===== config.mk =====
export PLATFORM = sky130hd
export DESIGN_NAME = clockntrigger_multi_flat
export DESIGN_NICKNAME = d
export VERILOG_FILES = /design/src/rtl/clockntrigger_multi_if.sv /design/src/rtl/clockntrigger_multi.sv /design/src/flat_wrapper.sv
export SDC_FILE = /design/constraint.sdc
export NUM_CORES = 1
export LEC_CHECK = 0
export CORE_ASPECT_RATIO = 0.6
export CORE_MARGIN = 8
export CORE_UTILIZATION = 40
export CTS_BUF_LIST = sky130_fd_sc_hd__clkbuf_4 sky130_fd_sc_hd__clkbuf_8 sky130_fd_sc_hd__clkbuf_16
export DETAILED_ROUTE_END_ITERATION = 10
export GPL_TIMING_DRIVEN = 0
export PLACE_DENSITY = 0.71
export SLEW_MARGIN = 15
export SYNTH_ARGS = -nofsm -noshare
export SYNTH_HDL_FRONTEND = slang
export SYNTH_SLANG_ARGS = --single-unit

===== constraint.sdc =====
create_clock -name fastclk -period 3.5 [get_ports fastclk]
set_input_delay 0.875 -clock fastclk [delete_from_list [all_inputs] [get_ports fastclk]]
set_output_delay 0.875 -clock fastclk [all_outputs]
set_load 0.02 [all_outputs]

===== src/rtl/clockntrigger_multi_if.sv =====
// Bundles the per-channel trigger inputs, configuration fields and the
// divided-clock status outputs of the multi-channel triggered clock
// generator. All signals live in the fastclk domain except trigger, which
// is asynchronous and is synchronised inside the block.
interface clockntrigger_multi_if #(
    parameter int N_CH  = 4,
    parameter int DIV_W = 8,
    parameter int CNT_W = 8
);
    logic [N_CH-1:0]       trigger;
    logic [N_CH-1:0]       mode;
    logic [N_CH*DIV_W-1:0] divide;
    logic [N_CH*DIV_W-1:0] high_time;
    logic [N_CH*CNT_W-1:0] burst_len;
    logic [N_CH-1:0]       clk_out;
    logic [N_CH-1:0]       busy;
    logic [N_CH-1:0]       done;

    // Trigger source / configuration side.
    modport master (
        output trigger, mode, divide, high_time, burst_len,
        input  clk_out, busy, done
    );

    // Clock generator side.
    modport slave (
        input  trigger, mode, divide, high_time, burst_len,
        output clk_out, busy, done
    );
endinterface


===== src/rtl/clockntrigger_multi.sv =====
// Multi-channel triggered clock generator. Each channel synchronises its
// trigger, then runs an IDLE/RUN/FINISH FSM that produces a registered
// divided clock with programmable period and high time. Gated mode runs
// whole periods while the trigger stays high; burst mode launches a fixed
// number of periods on a trigger rising edge.
module clockntrigger_multi #(
    parameter int N_CH        = 4,
    parameter int DIV_W       = 8,
    parameter int CNT_W       = 8,
    parameter int SYNC_STAGES = 2
) (
    input logic                  fastclk,
    input logic                  reset,
    clockntrigger_multi_if.slave bus
);

    typedef enum logic [1:0] {
        IDLE   = 2'd0,
        RUN    = 2'd1,
        FINISH = 2'd2
    } state_t;

    logic [N_CH-1:0] clk_out_v;
    logic [N_CH-1:0] busy_v;
    logic [N_CH-1:0] done_v;

    for (genvar i = 0; i < N_CH; i++) begin : g_ch
        logic [SYNC_STAGES-1:0] sync_q;
        logic                   sync_prev_q;
        logic                   level;
        logic                   rise;

        logic                   mode_in;
        logic [DIV_W-1:0]       div_in;
        logic [DIV_W-1:0]       high_in;
        logic [CNT_W-1:0]       len_in;
        logic [DIV_W-1:0]       div_clamp;
        logic [DIV_W-1:0]       high_clamp;

        logic                   mode_q;
        logic [DIV_W-1:0]       div_q;
        logic [DIV_W-1:0]       high_q;
        logic [CNT_W-1:0]       len_q;

        state_t                 state_q, state_d;
        logic [DIV_W-1:0]       phase_q, phase_d;
        logic [CNT_W-1:0]       count_q, count_d;
        logic                   load;
        logic                   start;
        logic                   clk_q;
        logic                   done_q;

        assign mode_in = bus.mode[i];
        assign div_in  = bus.divide[i*DIV_W +: DIV_W];
        assign high_in = bus.high_time[i*DIV_W +: DIV_W];
        assign len_in  = bus.burst_len[i*CNT_W +: CNT_W];

        // Trigger synchroniser plus one extra flop for rising-edge detection.
        // NOTE: sequential state uses non-blocking assignments so every flop
        // samples pre-edge values and the chain shifts by exactly one stage.
        always_ff @(posedge fastclk or negedge reset) begin
            if (!reset) begin
                sync_q      <= '0;
                sync_prev_q <= 1'b0;
            end else begin
                sync_q      <= {sync_q[SYNC_STAGES-2:0], bus.trigger[i]};
                sync_prev_q <= sync_q[SYNC_STAGES-1];
            end
        end

        assign level = sync_q[SYNC_STAGES-1];
        assign rise  = level & ~sync_prev_q;
        assign start = mode_in ? rise : level;

        // Clamp the live configuration so a latched setting never yields a
        // zero-width or always-high pulse.
        always_comb begin
            div_clamp = (div_in < DIV_W'(2)) ? DIV_W'(2) : div_in;
            if (high_in == '0) begin
                high_clamp = DIV_W'(1);
            end else if (high_in >= div_clamp) begin
                high_clamp = div_clamp - DIV_W'(1);
            end else begin
                high_clamp = high_in;
            end
        end

        // Configuration captured once per run; later input changes are ignored.
        always_ff @(posedge fastclk or negedge reset) begin
            if (!reset) begin
                mode_q <= 1'b0;
                div_q  <= DIV_W'(2);
                high_q <= DIV_W'(1);
                len_q  <= '0;
            end else if (load) begin
                mode_q <= mode_in;
                div_q  <= div_clamp;
                high_q <= high_clamp;
                len_q  <= len_in;
            end
        end

        // Next-state logic: start detection, phase wrap and run termination.
        // NOTE: every signal gets a default before the case so no path
        // leaves one unassigned, which would otherwise infer a latch.
        always_comb begin
            state_d = state_q;
            phase_d = phase_q;
            count_d = count_q;
            load    = 1'b0;
            unique case (state_q)
                IDLE: begin
                    if (start) begin
                        load    = 1'b1;
                        phase_d = '0;
                        count_d = '0;
                        state_d = (mode_in && len_in == '0) ? FINISH : RUN;
                    end
                end
                RUN: begin
                    if (phase_q == div_q - DIV_W'(1)) begin
                        phase_d = '0;
                        if (mode_q) begin
                            count_d = count_q + CNT_W'(1);
                            if (count_q + CNT_W'(1) == len_q) state_d = FINISH;
                        end else if (!level) begin
                            state_d = FINISH;
                        end
                    end else begin
                        phase_d = phase_q + DIV_W'(1);
                    end
                end
                FINISH:  state_d = IDLE;
                default: state_d = IDLE;
            endcase
        end

        // FSM state and counters.
        always_ff @(posedge fastclk or negedge reset) begin
            if (!reset) begin
                state_q <= IDLE;
                phase_q <= '0;
                count_q <= '0;
            end else begin
                state_q <= state_d;
                phase_q <= phase_d;
                count_q <= count_d;
            end
        end

        // Registered outputs: divided clock from the current phase, and a
        // one-cycle done pulse on the FINISH -> IDLE transition.
        always_ff @(posedge fastclk or negedge reset) begin
            if (!reset) begin
                clk_q  <= 1'b0;
                done_q <= 1'b0;
            end else begin
                clk_q  <= (state_q == RUN) && (phase_q < high_q);
                done_q <= (state_q == FINISH);
            end
        end

        assign clk_out_v[i] = clk_q;
        assign busy_v[i]    = (state_q != IDLE);
        assign done_v[i]    = done_q;
    end

    assign bus.clk_out = clk_out_v;
    assign bus.busy    = busy_v;
    assign bus.done    = done_v;

endmodule


===== src/flat_wrapper.sv =====
// flat-port wrapper written by rule: the top's interface ports become plain ports
module clockntrigger_multi_flat 
#(
    parameter int N_CH        = 4,
    parameter int DIV_W       = 8,
    parameter int CNT_W       = 8,
    parameter int SYNC_STAGES = 2
)
  (fastclk, reset, bus_trigger, bus_mode, bus_divide, bus_high_time, bus_burst_len, bus_clk_out, bus_busy, bus_done);
  clockntrigger_multi_if #(.N_CH(N_CH), .DIV_W(DIV_W), .CNT_W(CNT_W)) bus_i ();
  input logic fastclk;
  input logic reset;
  input wire logic [$bits(bus_i.trigger)-1:0] bus_trigger;
  input wire logic [$bits(bus_i.mode)-1:0] bus_mode;
  input wire logic [$bits(bus_i.divide)-1:0] bus_divide;
  input wire logic [$bits(bus_i.high_time)-1:0] bus_high_time;
  input wire logic [$bits(bus_i.burst_len)-1:0] bus_burst_len;
  output wire logic [$bits(bus_i.clk_out)-1:0] bus_clk_out;
  output wire logic [$bits(bus_i.busy)-1:0] bus_busy;
  output wire logic [$bits(bus_i.done)-1:0] bus_done;
  assign bus_i.trigger = bus_trigger;
  assign bus_i.mode = bus_mode;
  assign bus_i.divide = bus_divide;
  assign bus_i.high_time = bus_high_time;
  assign bus_i.burst_len = bus_burst_len;
  assign bus_clk_out = bus_i.clk_out;
  assign bus_busy = bus_i.busy;
  assign bus_done = bus_i.done;
  clockntrigger_multi #(.N_CH(N_CH), .DIV_W(DIV_W), .CNT_W(CNT_W), .SYNC_STAGES(SYNC_STAGES)) u_core (.fastclk(fastclk), .reset(reset), .bus(bus_i));
endmodule

==> reports/qor.txt, run 1 <==
outcome = completed
combinational share of power = 0.357
vias in the first global route = 10,025
FF-to-FF setup slack = 0.52 ns
DR vias = 10,426
final setup vio count = 0
post-synthesis net count = 1,515
Ports = 118
post-synthesis sequential area ratio = 0.401
GPL Wtd Cong = 0.883
Clk Latency, worst-skew pair = 0.46 ns
Mapped Cells = 1,333
length of the first detailed-routing pass in iterations = 5
ys async rst share = 1.00
Chip Width = 240 um
Mapped Area = 12,000 um2
arrival time at the worst endpoint = 3.73 ns
post-route insts no fill = 1,909
HP Class = primary input to asynchronous set/reset pin
initial drt markers = 821
power density cells = 545 nW/um2
Overflow after GRT = 0
placed wire-length estimate = 23,600 um
initial antenna violation count = 1
Sw Ratio = 0.378
synth warn = 0
Period minus WS final = 3.38 ns
ratio of final minimum period to clock period = 0.967
EDFF count, synth = 0
VDD IR max = 0.382 mV
hold_buf cts = 0
clock buffer count from CTS = 17
Sw Pwr = 3.02 mW
TritonCTS clock tree = done
slew margin rel. = 0.504
number of routed nets with antenna violations = 0
syn_area_per_cell = 9.00 um2
Reg-to-Reg Start = u_core.g_ch[0].div_q[3]
Design Power = 7.99 mW
cell count of the worst reg-to-reg path = 8
clock network fraction of total power = 0.252
crit path max fanout = 5
Seq pwr share = 0.390
Routed WL per cell = 16.3 um
synth top area cells = dfrtp_1, ha_1, nand2_1
most frequent cell after synthesis = dfrtp_1
Slew Limit Fails = 0
Area Growth Syn to Fin = 22.2%
Leak = 6.56 nW
Distinct cells, synth = 71
# DRC = 0
reg2reg end = u_core.g_ch[0].count_q[2]
fill count = 2,708
CP Capture Type = flop
die height = 150 um
ys flop type = dfrtp_1
CTS Buffer Depth = 2
clock skew = 0.0124 ns
area of the multi-input gates = 6790 um2
cell accounting for the most synthesized area = dfrtp_1
first-pass GRT wire length = 51,400 um
number of I/O port buffers = 117
row count = 49
fin nets = 1,669
overall routing resource usage = 0.175
Routed WL = 31,100 um
Storage cell area = 4810 um2
Setup Crit Path Kind = primary input to flop
area share of the largest cell type after synthesis = 0.384
clock root cell = clkbuf_16
most frequent cells after synthesis = dfrtp_1, nand2_1, o21ai_0
Worst Tran Pin Value = 0.736 ns
crit start category = primary input
core area = 29,700 um2
Starting Density = 0.404
H-tree depth = 4
Max-Cap Viols = 0
via/cell ratio = 5.46
fmax = 295 MHz
largest net degree at the start of global routing = 86
post-synthesis register bit count = 192
placed cells = 1,860
share of cells above drive strength 1 = 0.0940
clock sink count = 192
Pint = 4.97 mW
Fin. Hold Viols = 0
Final Util = 0.493
clock transition at the registers of the reported paths = 0.08 ns
Die ar. = 36,000 um2
Worst EP required = 3.85 ns
## timing repair
action	CTS	global route
setup endpoints to repair	32	32
setup buffers	8	6
gates cloned	0	2
resized for setup	31	18
pin swaps	8	10
## stage by stage
step / area (um2) / hold WS, ns / setup TNS, ns / setup WS (ns)
after floorplan: 12000 / 0.331 / 0 / 0.0269
after CTS: 14600 / 0.297 / -0.0251 / -0.0133
final: 14700 / 0.305 / 0 / 0.115
after detailed placement: 13800 / 0.337 / -32.10 / -1.12
after global placement: 13700 / 0.331 / -1261.35 / -6.54
after global routing: 14700 / 0.320 / -0.0580 / -0.0166
## layer usage
layer / vias up / wire (um) / global-route usage
met5: - / 0 / 0
met4: 0 / 442 / 0.0554
met3: 28 / 1620 / 0.0335
met2: 283 / 12700 / 0.241
met1: 5031 / 16300 / 0.268
li1: 5084 / - / -
## sequential cells by signal, summed over array words and instances, names as in the netlist
register,flops
u_core.g_ch.done_q,4
u_core.g_ch.mode_q,4
u_core.g_ch.clk_q,4
u_core.g_ch.phase_q,32
u_core.g_ch.sync_prev_q,4
u_core.g_ch.count_q,32
u_core.g_ch.high_q,32
u_core.g_ch.state_q,8
u_core.g_ch.div_q,32
u_core.g_ch.len_q,32
u_core.g_ch.sync_q,8
## cell families (layout without fill, tap and decap cells)
logic type | count (synthesis) | in the layout | synth area share
compound gates | 301 | 301 | 0.170
xor+xnor | 99 | 99 | 0.0722
fa+ha+maj | 76 | 76 | 0.0792
buf+inv | 136 | 303 | 0.0471
flops | 192 | 192 | 0.401
mux | 18 | 18 | 0.0163
other cells | 0 | 1 | 0
simple gates | 511 | 511 | 0.214
## cell type report
class | instances | share of cell area
plain buffers | 44 | 0.0160
clock inverters | 15 | 0.0122
flip-flops and latches | 192 | 0.328
diodes | 1 | 0.000171
multi-input cells | 1005 | 0.463
well taps | 408 | 0.0348
inverters | 92 | 0.0236
clock buffers | 17 | 0.0290
repair buffers | 135 | 0.0928
## worst max-delay path: stages
cell	delay, ns
clkdlybuf4s50_1	0.49
nor3_4	0.18
nand2_2	0.11
o41ai_4	0.33
inv_1	0.10
ha_1	0.27
nand2b_1	0.14
a21o_1	0.21
a21oi_2	0.14
o21ai_0	0.09
a31oi_1	0.25
buf_4	0.20
nor3_1	0.08
a221o_1	0.28
## cell usage in the layout, fill, tap and decap left out, drive strengths merged, types with 9 or more instances in the layout
cell	netlist	layout
a211oi	9	9
a21o	32	32
a21oi	37	37
a221o	19	19
a22o	10	10
a31oi	22	22
and3	19	19
buf	18	37
clkbuf	26	43
clkdlybuf4s50	0	108
dfrtp	184	184
ha	76	76
inv	92	103
mux2	12	12
nand2	177	177
nand2b	27	27
nand3	53	53
nor2	59	59
nor2b	23	23
nor3	41	41
nor4	39	39
o21ai	93	93
o22a	10	10
o31ai	11	11
or2	15	15
or4	10	10
xnor2	74	74
xor2	25	25
## how the worst max path moves through the flow
stage | startpoint | end | depth (start not counted)
after floorplan | bus_divide[4] | u_core.g_ch[0].high_q[2] | 13
after global placement | reset | u_core.g_ch[3].clk_q | 1
after detailed placement | bus_divide[10] | u_core.g_ch[1].high_q[5] | 14
after CTS | bus_divide[10] | u_core.g_ch[1].high_q[5] | 14
after global routing | bus_divide[11] | u_core.g_ch[1].high_q[3] | 14
final | bus_divide[11] | u_core.g_ch[1].high_q[5] | 14
## power groups by stage
stage                     clock [mW]  sequential (mW)  combinational (mW)
after floorplan                    0             3.00                2.06
after global placement             0             3.14                2.67
after detailed placement           0             3.15                2.79
after CTS                       2.06             3.11                2.84
after global routing            2.15             3.19                3.22
final                           2.02             3.12                2.85
Power figures use the tool's default switching activity.
==> run 2: changes to the inputs <==
--- a/config.mk
+++ b/config.mk
@@ -12,7 +12,7 @@
 export DETAILED_ROUTE_END_ITERATION = 10
 export GPL_TIMING_DRIVEN = 0
 export PLACE_DENSITY = 0.71
-export SLEW_MARGIN = 15
+export SLEW_MARGIN = 25
 export SYNTH_ARGS = -nofsm -noshare
 export SYNTH_HDL_FRONTEND = slang
 export SYNTH_SLANG_ARGS = --single-unit
==> results of run 2 <==
The final DEF is identical to that of run 1; final timing and power are the same.
